--- config.mk ---
export PLATFORM = sky130hd
export DESIGN_NAME = msrh_ldq_entry_mp
export DESIGN_NICKNAME = d
export VERILOG_FILES = /design/src/rtl/msrh_lsu_pkg.sv /design/src/rtl/msrh_rnid_wakeup.sv /design/src/rtl/msrh_ldq_entry_mp.sv
export SDC_FILE = /design/constraint.sdc
export NUM_CORES = 1
export LEC_CHECK = 0
export ABC_AREA = 1
export CAP_MARGIN = 15
export CORE_MARGIN = 3
export CORE_UTILIZATION = 50
export CTS_CLUSTER_DIAMETER = 80
export DETAILED_ROUTE_END_ITERATION = 8
export PLACE_DENSITY = 0.85
export SLEW_MARGIN = 40
export SYNTH_ARGS = -nofsm -noshare
export SYNTH_HDL_FRONTEND = slang
export SYNTH_SLANG_ARGS = --single-unit
--- constraint.sdc ---
create_clock -name i_clk -period 5.47 [get_ports i_clk]
set_input_delay 1.094 -clock i_clk [delete_from_list [all_inputs] [get_ports i_clk]]
set_output_delay 1.094 -clock i_clk [all_outputs]
set_load 0.05 [all_outputs]
--- src/rtl/msrh_lsu_pkg.sv ---
// Shared LSU types for the parametrised load-queue entry.
// The replay-limit feature is enabled by defining MSRH_LDQ_RETRY_LIMIT_EN.
package msrh_lsu_pkg;

   localparam int unsigned BR_MAX_W = 32;

   typedef enum logic [3:0] {
      StInit         = 4'd0,
      StIssueWait    = 4'd1,
      StIssued       = 4'd2,
      StTlbHaz       = 4'd3,
      StEx2Run       = 4'd4,
      StLrqHaz       = 4'd5,
      StStqHaz       = 4'd6,
      StEx3Done      = 4'd7,
      StWaitComplete = 4'd8,
      StDead         = 4'd9
   } ldq_state_t;

   typedef enum logic [2:0] {
      HazNone        = 3'd0,
      HazL1dConflict = 3'd1,
      HazLrqConflict = 3'd2,
      HazLrqFull     = 3'd3,
      HazStqDepend   = 3'd4,
      HazLrqAssigned = 3'd5
   } ex2_haz_t;

   typedef struct packed {
      logic       valid;
      ldq_state_t state;
      logic       oldest_only;
   } ldq_mp_entry_t;

   // Masks narrower than BR_MAX_W are zero-extended by the caller.
   function automatic logic is_br_flush_target(input logic [BR_MAX_W-1:0] br_mask,
                                                input logic [4:0]          br_tag,
                                                input logic                br_update,
                                                input logic                br_mispredict);
      return br_update & br_mispredict & br_mask[br_tag];
   endfunction

endpackage

--- src/rtl/msrh_rnid_wakeup.sv ---
// Matches one source rename ID against every physical write-back bus.
// Used by msrh_ldq_entry_mp (MSRH_LDQ_RETRY_LIMIT_EN has no effect here).
module msrh_rnid_wakeup #(
   parameter int unsigned WR_BUS = 4,
   parameter int unsigned RNID_W = 7
) (
   input  logic [RNID_W-1:0]        i_rnid,
   input  logic [WR_BUS-1:0]        i_wr_valid,
   input  logic [WR_BUS*RNID_W-1:0] i_wr_rnid,
   output logic                     o_hit
);

   always_comb begin
      o_hit = 1'b0;
      for (int b = 0; b < WR_BUS; b++) begin
         if (i_wr_valid[b] && (i_wr_rnid[b*RNID_W +: RNID_W] == i_rnid)) o_hit = 1'b1;
      end
   end

endmodule

--- src/rtl/msrh_ldq_entry_mp.sv ---
// One LDQ slot: tracks a load from dispatch through issue, EX1/EX2 replay and commit.
// Define MSRH_LDQ_RETRY_LIMIT_EN to enable the replay counter and oldest-only escalation.
module msrh_ldq_entry_mp
   import msrh_lsu_pkg::*;
#(
   parameter int unsigned PIPE_NUM  = 2,
   parameter int unsigned NUM_SRC   = 2,
   parameter int unsigned WR_BUS    = 4,
   parameter int unsigned RNID_W    = 7,
   parameter int unsigned CMT_ID_W  = 6,
   parameter int unsigned DISP_SIZE = 4,
   parameter int unsigned BR_W      = 4,
   parameter int unsigned LRQ_SIZE  = 8,
   parameter int unsigned STQ_SIZE  = 16,
   parameter int unsigned RETRY_W   = 3,
   parameter int unsigned RETRY_MAX = 6,
   localparam int unsigned BR_TAG_W = (BR_W > 1) ? $clog2(BR_W) : 1
) (
   input  logic                        i_clk,
   input  logic                        i_reset,
   input  logic                        i_disp_valid,
   input  logic [CMT_ID_W-1:0]         i_disp_cmt_id,
   input  logic [DISP_SIZE-1:0]        i_disp_grp_id,
   input  logic [BR_W-1:0]             i_disp_br_mask,
   input  logic [PIPE_NUM-1:0]         i_disp_pipe_sel_oh,
   input  logic [NUM_SRC-1:0]          i_disp_rs_valid,
   input  logic [NUM_SRC-1:0]          i_disp_rs_ready,
   input  logic [NUM_SRC*RNID_W-1:0]   i_disp_rs_rnid,
   input  logic [WR_BUS-1:0]           i_phy_wr_valid,
   input  logic [WR_BUS*RNID_W-1:0]    i_phy_wr_rnid,
   input  logic                        i_picked,
   input  logic                        i_is_oldest,
   input  logic                        i_ex1_valid,
   input  logic                        i_ex1_tlb_haz,
   input  logic [PIPE_NUM-1:0]         i_tlb_resolve,
   input  logic                        i_ex2_valid,
   input  logic [2:0]                  i_ex2_haz_typ,
   input  logic [LRQ_SIZE-1:0]         i_ex2_lrq_oh,
   input  logic [STQ_SIZE-1:0]         i_ex2_stq_haz,
   input  logic                        i_lrq_resolve_valid,
   input  logic [LRQ_SIZE-1:0]         i_lrq_resolve_oh,
   input  logic                        i_stq_resolve_valid,
   input  logic [STQ_SIZE-1:0]         i_stq_resolve_oh,
   input  logic                        i_commit_valid,
   input  logic [CMT_ID_W-1:0]         i_commit_cmt_id,
   input  logic                        i_commit_flush,
   input  logic                        i_br_update,
   input  logic                        i_br_mispredict,
   input  logic [BR_TAG_W-1:0]         i_br_tag,
   output logic                        o_valid,
   output logic                        o_ready,
   output logic [3:0]                  o_state,
   output logic [PIPE_NUM-1:0]         o_pipe_sel_oh,
   output logic [PIPE_NUM-1:0]         o_ex2_recv,
   output logic [RETRY_W-1:0]          o_replay_cnt,
   output logic                        o_oldest_only,
   output logic                        o_finish
);

   ldq_mp_entry_t               entry_q, entry_d;
   logic [CMT_ID_W-1:0]         cmt_id_q, cmt_id_d;
   logic [DISP_SIZE-1:0]        grp_id_q, grp_id_d;
   logic [BR_W-1:0]             br_mask_q, br_mask_d;
   logic [PIPE_NUM-1:0]         pipe_sel_q, pipe_sel_d;
   logic [NUM_SRC-1:0]          rs_valid_q, rs_valid_d;
   logic [NUM_SRC-1:0]          rs_ready_q, rs_ready_d;
   logic [NUM_SRC*RNID_W-1:0]   rs_rnid_q, rs_rnid_d;
   logic [LRQ_SIZE-1:0]         lrq_oh_q, lrq_oh_d;
   logic [STQ_SIZE-1:0]         stq_haz_q, stq_haz_d;
   logic [PIPE_NUM-1:0]         ex2_recv_q, ex2_recv_d;

   logic [NUM_SRC*RNID_W-1:0]   wake_rnid;
   logic [NUM_SRC-1:0]          rs_wake;
   logic [STQ_SIZE-1:0]         stq_masked;
   logic                        flush, disp_br_kill, oldest_ok, replay, free;

   // During dispatch the incoming IDs are compared so a same-cycle write-back is not lost.
   assign wake_rnid = (entry_q.state == StInit) ? i_disp_rs_rnid : rs_rnid_q;

   for (genvar s = 0; s < NUM_SRC; s++) begin : g_src
      msrh_rnid_wakeup #(
         .WR_BUS (WR_BUS),
         .RNID_W (RNID_W)
      ) u_wakeup (
         .i_rnid     (wake_rnid[s*RNID_W +: RNID_W]),
         .i_wr_valid (i_phy_wr_valid),
         .i_wr_rnid  (i_phy_wr_rnid),
         .o_hit      (rs_wake[s])
      );
   end

   assign disp_br_kill = is_br_flush_target(BR_MAX_W'(i_disp_br_mask), 5'(i_br_tag),
                                            i_br_update, i_br_mispredict);
   assign flush = entry_q.valid &&
                  !(entry_q.state inside {StInit, StWaitComplete, StDead}) &&
                  (i_commit_flush ||
                   is_br_flush_target(BR_MAX_W'(br_mask_q), 5'(i_br_tag),
                                      i_br_update, i_br_mispredict));

`ifdef MSRH_LDQ_RETRY_LIMIT_EN
   assign oldest_ok = !entry_q.oldest_only || i_is_oldest;
`else
   assign oldest_ok = 1'b1;
`endif

   assign o_ready  = (entry_q.state == StIssueWait) && (&(rs_ready_q | ~rs_valid_q)) &&
                     !flush && oldest_ok;
   assign o_finish = entry_q.valid && (entry_q.state inside {StWaitComplete, StDead}) &&
                     i_commit_valid && (i_commit_cmt_id == cmt_id_q);
   assign stq_masked = stq_haz_q & ~(i_stq_resolve_valid ? i_stq_resolve_oh : '0);

   always_comb begin
      entry_d    = entry_q;
      cmt_id_d   = cmt_id_q;
      grp_id_d   = grp_id_q;
      pipe_sel_d = pipe_sel_q;
      rs_valid_d = rs_valid_q;
      rs_rnid_d  = rs_rnid_q;
      rs_ready_d = rs_ready_q | rs_wake;
      lrq_oh_d   = lrq_oh_q;
      stq_haz_d  = stq_haz_q;
      ex2_recv_d = ex2_recv_q;
      br_mask_d  = br_mask_q;
      replay     = 1'b0;
      free       = 1'b0;

      if (flush) begin
         entry_d.state = StDead;
         ex2_recv_d    = '0;
      end else begin
         unique case (entry_q.state)
            StInit: if (i_disp_valid) begin
               entry_d.valid = 1'b1;
               entry_d.state = disp_br_kill ? StDead : StIssueWait;
               cmt_id_d      = i_disp_cmt_id;
               grp_id_d      = i_disp_grp_id;
               pipe_sel_d    = i_disp_pipe_sel_oh;
               rs_valid_d    = i_disp_rs_valid;
               rs_rnid_d     = i_disp_rs_rnid;
               rs_ready_d    = i_disp_rs_ready | rs_wake;
               br_mask_d     = i_disp_br_mask;
               ex2_recv_d    = '0;
            end
            StIssueWait: if (o_ready && i_picked) entry_d.state = StIssued;
            StIssued: if (i_ex1_valid) begin
               if (i_ex1_tlb_haz) begin
                  entry_d.state = StTlbHaz;
               end else begin
                  entry_d.state = StEx2Run;
                  ex2_recv_d    = pipe_sel_q;
               end
            end
            StTlbHaz: if (|i_tlb_resolve) begin
               entry_d.state = StIssueWait;
               replay        = 1'b1;
            end
            StEx2Run: if (i_ex2_valid) begin
               ex2_recv_d = '0;
               case (ex2_haz_t'(i_ex2_haz_typ))
                  HazNone: entry_d.state = StEx3Done;
                  HazLrqConflict, HazLrqFull: begin
                     if ((ex2_haz_t'(i_ex2_haz_typ) == HazLrqConflict) && i_lrq_resolve_valid &&
                         |(i_ex2_lrq_oh & i_lrq_resolve_oh)) begin
                        entry_d.state = StIssueWait;
                        replay        = 1'b1;
                     end else begin
                        entry_d.state = StLrqHaz;
                        lrq_oh_d      = i_ex2_lrq_oh;
                     end
                  end
                  HazStqDepend: begin
                     entry_d.state = StStqHaz;
                     stq_haz_d     = i_ex2_stq_haz;
                  end
                  default: begin
                     entry_d.state = StIssueWait;
                     replay        = 1'b1;
                  end
               endcase
            end
            StLrqHaz: if (i_lrq_resolve_valid && |(i_lrq_resolve_oh & lrq_oh_q)) begin
               entry_d.state = StIssueWait;
               replay        = 1'b1;
            end
            StStqHaz: begin
               stq_haz_d = stq_masked;
               if (stq_masked == '0) begin
                  entry_d.state = StIssueWait;
                  replay        = 1'b1;
               end
            end
            StEx3Done: entry_d.state = StWaitComplete;
            StWaitComplete, StDead: free = o_finish;
            default: entry_d.state = StInit;
         endcase
      end

      if (i_br_update) br_mask_d[i_br_tag] = 1'b0;
      if (free) begin
         entry_d.valid = 1'b0;
         entry_d.state = StInit;
      end
      entry_d.oldest_only = 1'b0;
   end

`ifdef MSRH_LDQ_RETRY_LIMIT_EN
   logic [RETRY_W-1:0] replay_cnt_q, replay_cnt_d;
   logic               cnt_clr;

   assign cnt_clr = free || ((entry_q.state == StInit) && i_disp_valid);

   always_comb begin
      replay_cnt_d = replay_cnt_q;
      if (cnt_clr) replay_cnt_d = '0;
      else if (replay && (replay_cnt_q != '1)) replay_cnt_d = replay_cnt_q + 1'b1;
   end

   always_ff @(posedge i_clk or posedge i_reset) begin
      if (i_reset) replay_cnt_q <= '0;
      else         replay_cnt_q <= replay_cnt_d;
   end

   // Escalation is sticky: only freeing or redispatching the slot clears it.
   logic oldest_only_d;
   assign oldest_only_d = (!cnt_clr && entry_q.oldest_only) ||
                          (replay_cnt_d >= RETRY_W'(RETRY_MAX));
   assign o_replay_cnt  = replay_cnt_q;
`else
   logic oldest_only_d;
   assign oldest_only_d = entry_d.oldest_only;
   assign o_replay_cnt  = '0;
`endif

   always_ff @(posedge i_clk or posedge i_reset) begin
      if (i_reset) begin
         entry_q    <= '{valid: 1'b0, state: StInit, oldest_only: 1'b0};
         cmt_id_q   <= '0;
         grp_id_q   <= '0;
         br_mask_q  <= '0;
         pipe_sel_q <= '0;
         rs_valid_q <= '0;
         rs_ready_q <= '0;
         rs_rnid_q  <= '0;
         lrq_oh_q   <= '0;
         stq_haz_q  <= '0;
         ex2_recv_q <= '0;
      end else begin
         entry_q.valid       <= entry_d.valid;
         entry_q.state       <= entry_d.state;
         entry_q.oldest_only <= oldest_only_d;
         cmt_id_q            <= cmt_id_d;
         grp_id_q            <= grp_id_d;
         br_mask_q           <= br_mask_d;
         pipe_sel_q          <= pipe_sel_d;
         rs_valid_q          <= rs_valid_d;
         rs_ready_q          <= rs_ready_d;
         rs_rnid_q           <= rs_rnid_d;
         lrq_oh_q            <= lrq_oh_d;
         stq_haz_q           <= stq_haz_d;
         ex2_recv_q          <= ex2_recv_d;
      end
   end

   assign o_valid       = entry_q.valid;
   assign o_state       = entry_q.state;
   assign o_pipe_sel_oh = pipe_sel_q;
   assign o_ex2_recv    = ex2_recv_q;
   assign o_oldest_only = entry_q.oldest_only;

endmodule
==> flow_summary.json <==
{
  "status": "finished clean",
  "dp_hpwl_mm": 11.3,
  "die_width_um": 105,
  "clk_pin_slew_ns": 0.08,
  "period_minus_slack_ns": 4.55,
  "antenna_found_initial": 0,
  "yosys-top-cells-area": "dfrtp_1, nand2_1, nand3_1",
  "synth_top_family_by_area": "simple AND/OR/NAND/NOR gates",
  "fillCellCount": 859,
  "wl_mm": 14.7,
  "path_common_cell": "inv_1",
  "first_pass_iters": 5,
  "die_y_um": 105,
  "cts_buffer_depth": 2,
  "synth_edf_count": 0,
  "grt_pass1_vias": 5121,
  "synth_area_mm2": 0.00491,
  "cp_top_family": "buffers and inverters",
  "synth_seq_cells": 61,
  "clkLatencyLatePin_ns": 0.34,
  "dieArea_mm2": 0.0111,
  "yosysTopAreaCellShare": 0.311,
  "via_per_inst": 5.17,
  "rsz0062_at_grt": "false",
  "ant_nets": 0,
  "grt-ovfl-total": 0,
  "htreeDepth": 3,
  "route.layer.met1.wl_mm": 7.15,
  "fin_ws_ns": 0.919,
  "fmax_mhz": 220,
  "crit_arrival_ns": 3.46,
  "synth.distinct_cells": 33,
  "synth-seq-area-share": 0.311,
  "max_stage_delay_ns": 0.82,
  "grt_usage": 0.267,
  "synth_cells": 814,
  "worst-path-buf-inv": 4,
  "synth_xor_area_frac": 0.00178,
  "timing.critical_path.required_ns": 4.38,
  "syn_avg_cell_area_um2": 6.04,
  "wl_met3_um": 751,
  "slowest_stage": "clkdlybuf4s50_1",
  "grt_max_degree": 62,
  "ys.flop_type": "dfrtp_1",
  "tightest_slew_ns": 0.699,
  "numPortBuffers": 146,
  "synth_compound_area_frac": 0.0947,
  "yosys.area.top_type": "dfrtp_1",
  "max-cap-violations": 0,
  "hold_viol_final": 0,
  "cts_buffers": 9,
  "cp-end-kind": "primary output",
  "maxSlewViolCount": 0,
  "dr.first_iter.drc_count": 493,
  "layout-drive-gt1-share": 0.0524,
  "worstPathCellList": "nor2_8 -> nand2_2 -> inv_1 -> nor3_1 -> nand2_1 -> buf_4 -> inv_1 -> nor2_1 -> clkdlybuf4s50_1",
  "cp-start-kind": "register",
  "grt_pass1_wl_mm": 24.3,
  "synth_fa_ha_area_frac": 0,
  "powerDensity_mw_per_mm2": 423,
  "ys_async_sr_fraction": 1.00,
  "finalSetupViolCount": 0,
  "initial_core_util": 0.522,
  "final_nets": 1090,
  "cts_hold_buf": 0,
  "highest_layer": "met4",
  "syn2layout_area_growth_pct": 34.3,
  "cts_sinks": 61,
  "synthMuxAreaShare": 0.00204,
  "ios": 156,
  "vias": 5604,
  "clockRootBuffer": "clkbuf_8",
  "cts_tree": "built",
  "tns_ns": 0,
  "yosys_warnings": 0,
  "post-cts-setup-buffers": 0,
  "core_region_area_mm2": 0.00942,
  "drc": 0,
  "peakVddDrop_uv": 209,
  "yosys.area_share.simple": 0.488,
  "fin_skew_ns": 0.0133,
  "wire_per_inst_um": 13.5,
  "gp_congestion": 0.947,
  "min_period_over_period": 0.832,
  "crit_type": "register to primary output",
  "hold_class": "register to register",
  "std_cell_rows": 35,
  "antennaDiodeCount": 0,
  "leakagePower_nw": 3.29,
  "cts_resized": 0,
  "pre_cts_ws_ns": 0.971,
  "relSlewSlack": 0.532,
  "wl_met2_mm": 6.52,
  "worstPathMaxFanout": 29
}
metal layers:
layer  up-vias  global-route usage
li1       2875                   -
met1      2495               0.391
met2       214               0.417
met3        20              0.0401
met4         0              0.0600
met5         -                   0
cells by family after synthesis:
group | count (synthesis)
compound gates | 84
xor+xnor | 1
other cells | 1
simple gates | 556
flops | 61
mux | 1
buf+inv | 110
cell type report:
| type | count | area, um2 | share of cell area |
|---|---|---|---|
| sequential | 61 | 1530 | 0.231 |
| inverter | 81 | 304 | 0.0460 |
| tap | 129 | 161 | 0.0244 |
| timing repair buffer | 150 | 1520 | 0.229 |
| clock buffer | 9 | 124 | 0.0188 |
| multi-input combinational | 646 | 2900 | 0.439 |
| clock inverter | 7 | 73.8 | 0.0112 |
worst paths after layout:
path	from	slack, ns	cells past startpoint	endpoint
max	o_state[1]	0.92	9	o_ready
min	lrq_oh_q[6]	0.48	2	lrq_oh_q[6]
max reg2reg	o_state[1]	2.55	7	rs_ready_q[0]
min reg2reg	lrq_oh_q[6]	0.48	2	lrq_oh_q[6]
max in group asynchronous	i_reset	3.85	3	rs_valid_q[0]
min in group asynchronous	i_reset	1.20	3	rs_rnid_q[8]
worst reg2reg max path, stage by stage (launching register included):
cell and delay, ns:
dfrtp_1 0.53, nor2_8 0.40, nand2_2 0.51, nor2_4 0.65
buf_16 0.24, inv_2 0.15, o21ai_1 0.21, nand3_1 0.11
metrics by stage:
step	power (mW)	hold WS, ns	cells	util	instance area (um2)
floorplan	1.94	0.442	817	-	4930
global placement	2.31	0.455	1066	0.677	6370
detailed placement	2.36	0.466	1067	0.680	6400
CTS	2.78	0.485	1083	0.701	6600
global route	3.05	0.515	1083	0.701	6600
finish	2.79	0.482	1083	0.701	6600
sequential cells by signal, indices dropped and copies added, names as in the netlist:
register / flops
br_mask_q: 4
rs_valid_q: 2
o_valid: 1
o_pipe_sel_oh: 2
lrq_oh_q: 8
o_ex2_recv: 2
o_state: 4
rs_ready_q: 2
stq_haz_q: 16
rs_rnid_q: 14
cmt_id_q: 6
cells in the final DEF, fill, tap and decap left out, types with 9 or more instances in the layout:
cell / n
o21ai_1: 30
clkbuf_8: 9
clkdlybuf4s50_1: 146
nand2_1: 293
inv_1: 74
nand3_1: 128
dfrtp_1: 61
nand3b_1: 14
nor2_1: 89
o21ai_0: 34
nand2_2: 12
a21oi_1: 9
cells in the mapped netlist, drive strengths merged (3+ instances only):
| master | number |
|---|---|
| clkbuf | 4 |
| nor3 | 8 |
| nand2 | 305 |
| a22o | 3 |
| nor2 | 95 |
| o21ai | 64 |
| a21oi | 9 |
| dfrtp | 61 |
| buf | 25 |
| nand3 | 128 |
| o211ai | 4 |
| inv | 81 |
| nand3b | 14 |
power by group:
| part | total, mW | internal (mW) | switching (mW) |
|---|---|---|---|
| registers | 0.712 | 0.607 | 0.104 |
| clock network | 0.417 | 0.213 | 0.204 |
| logic | 1.67 | 0.574 | 1.09 |
| total | 2.79 | 1.39 | 1.40 |
No activity file was read; power rests on OpenSTA's default activity.
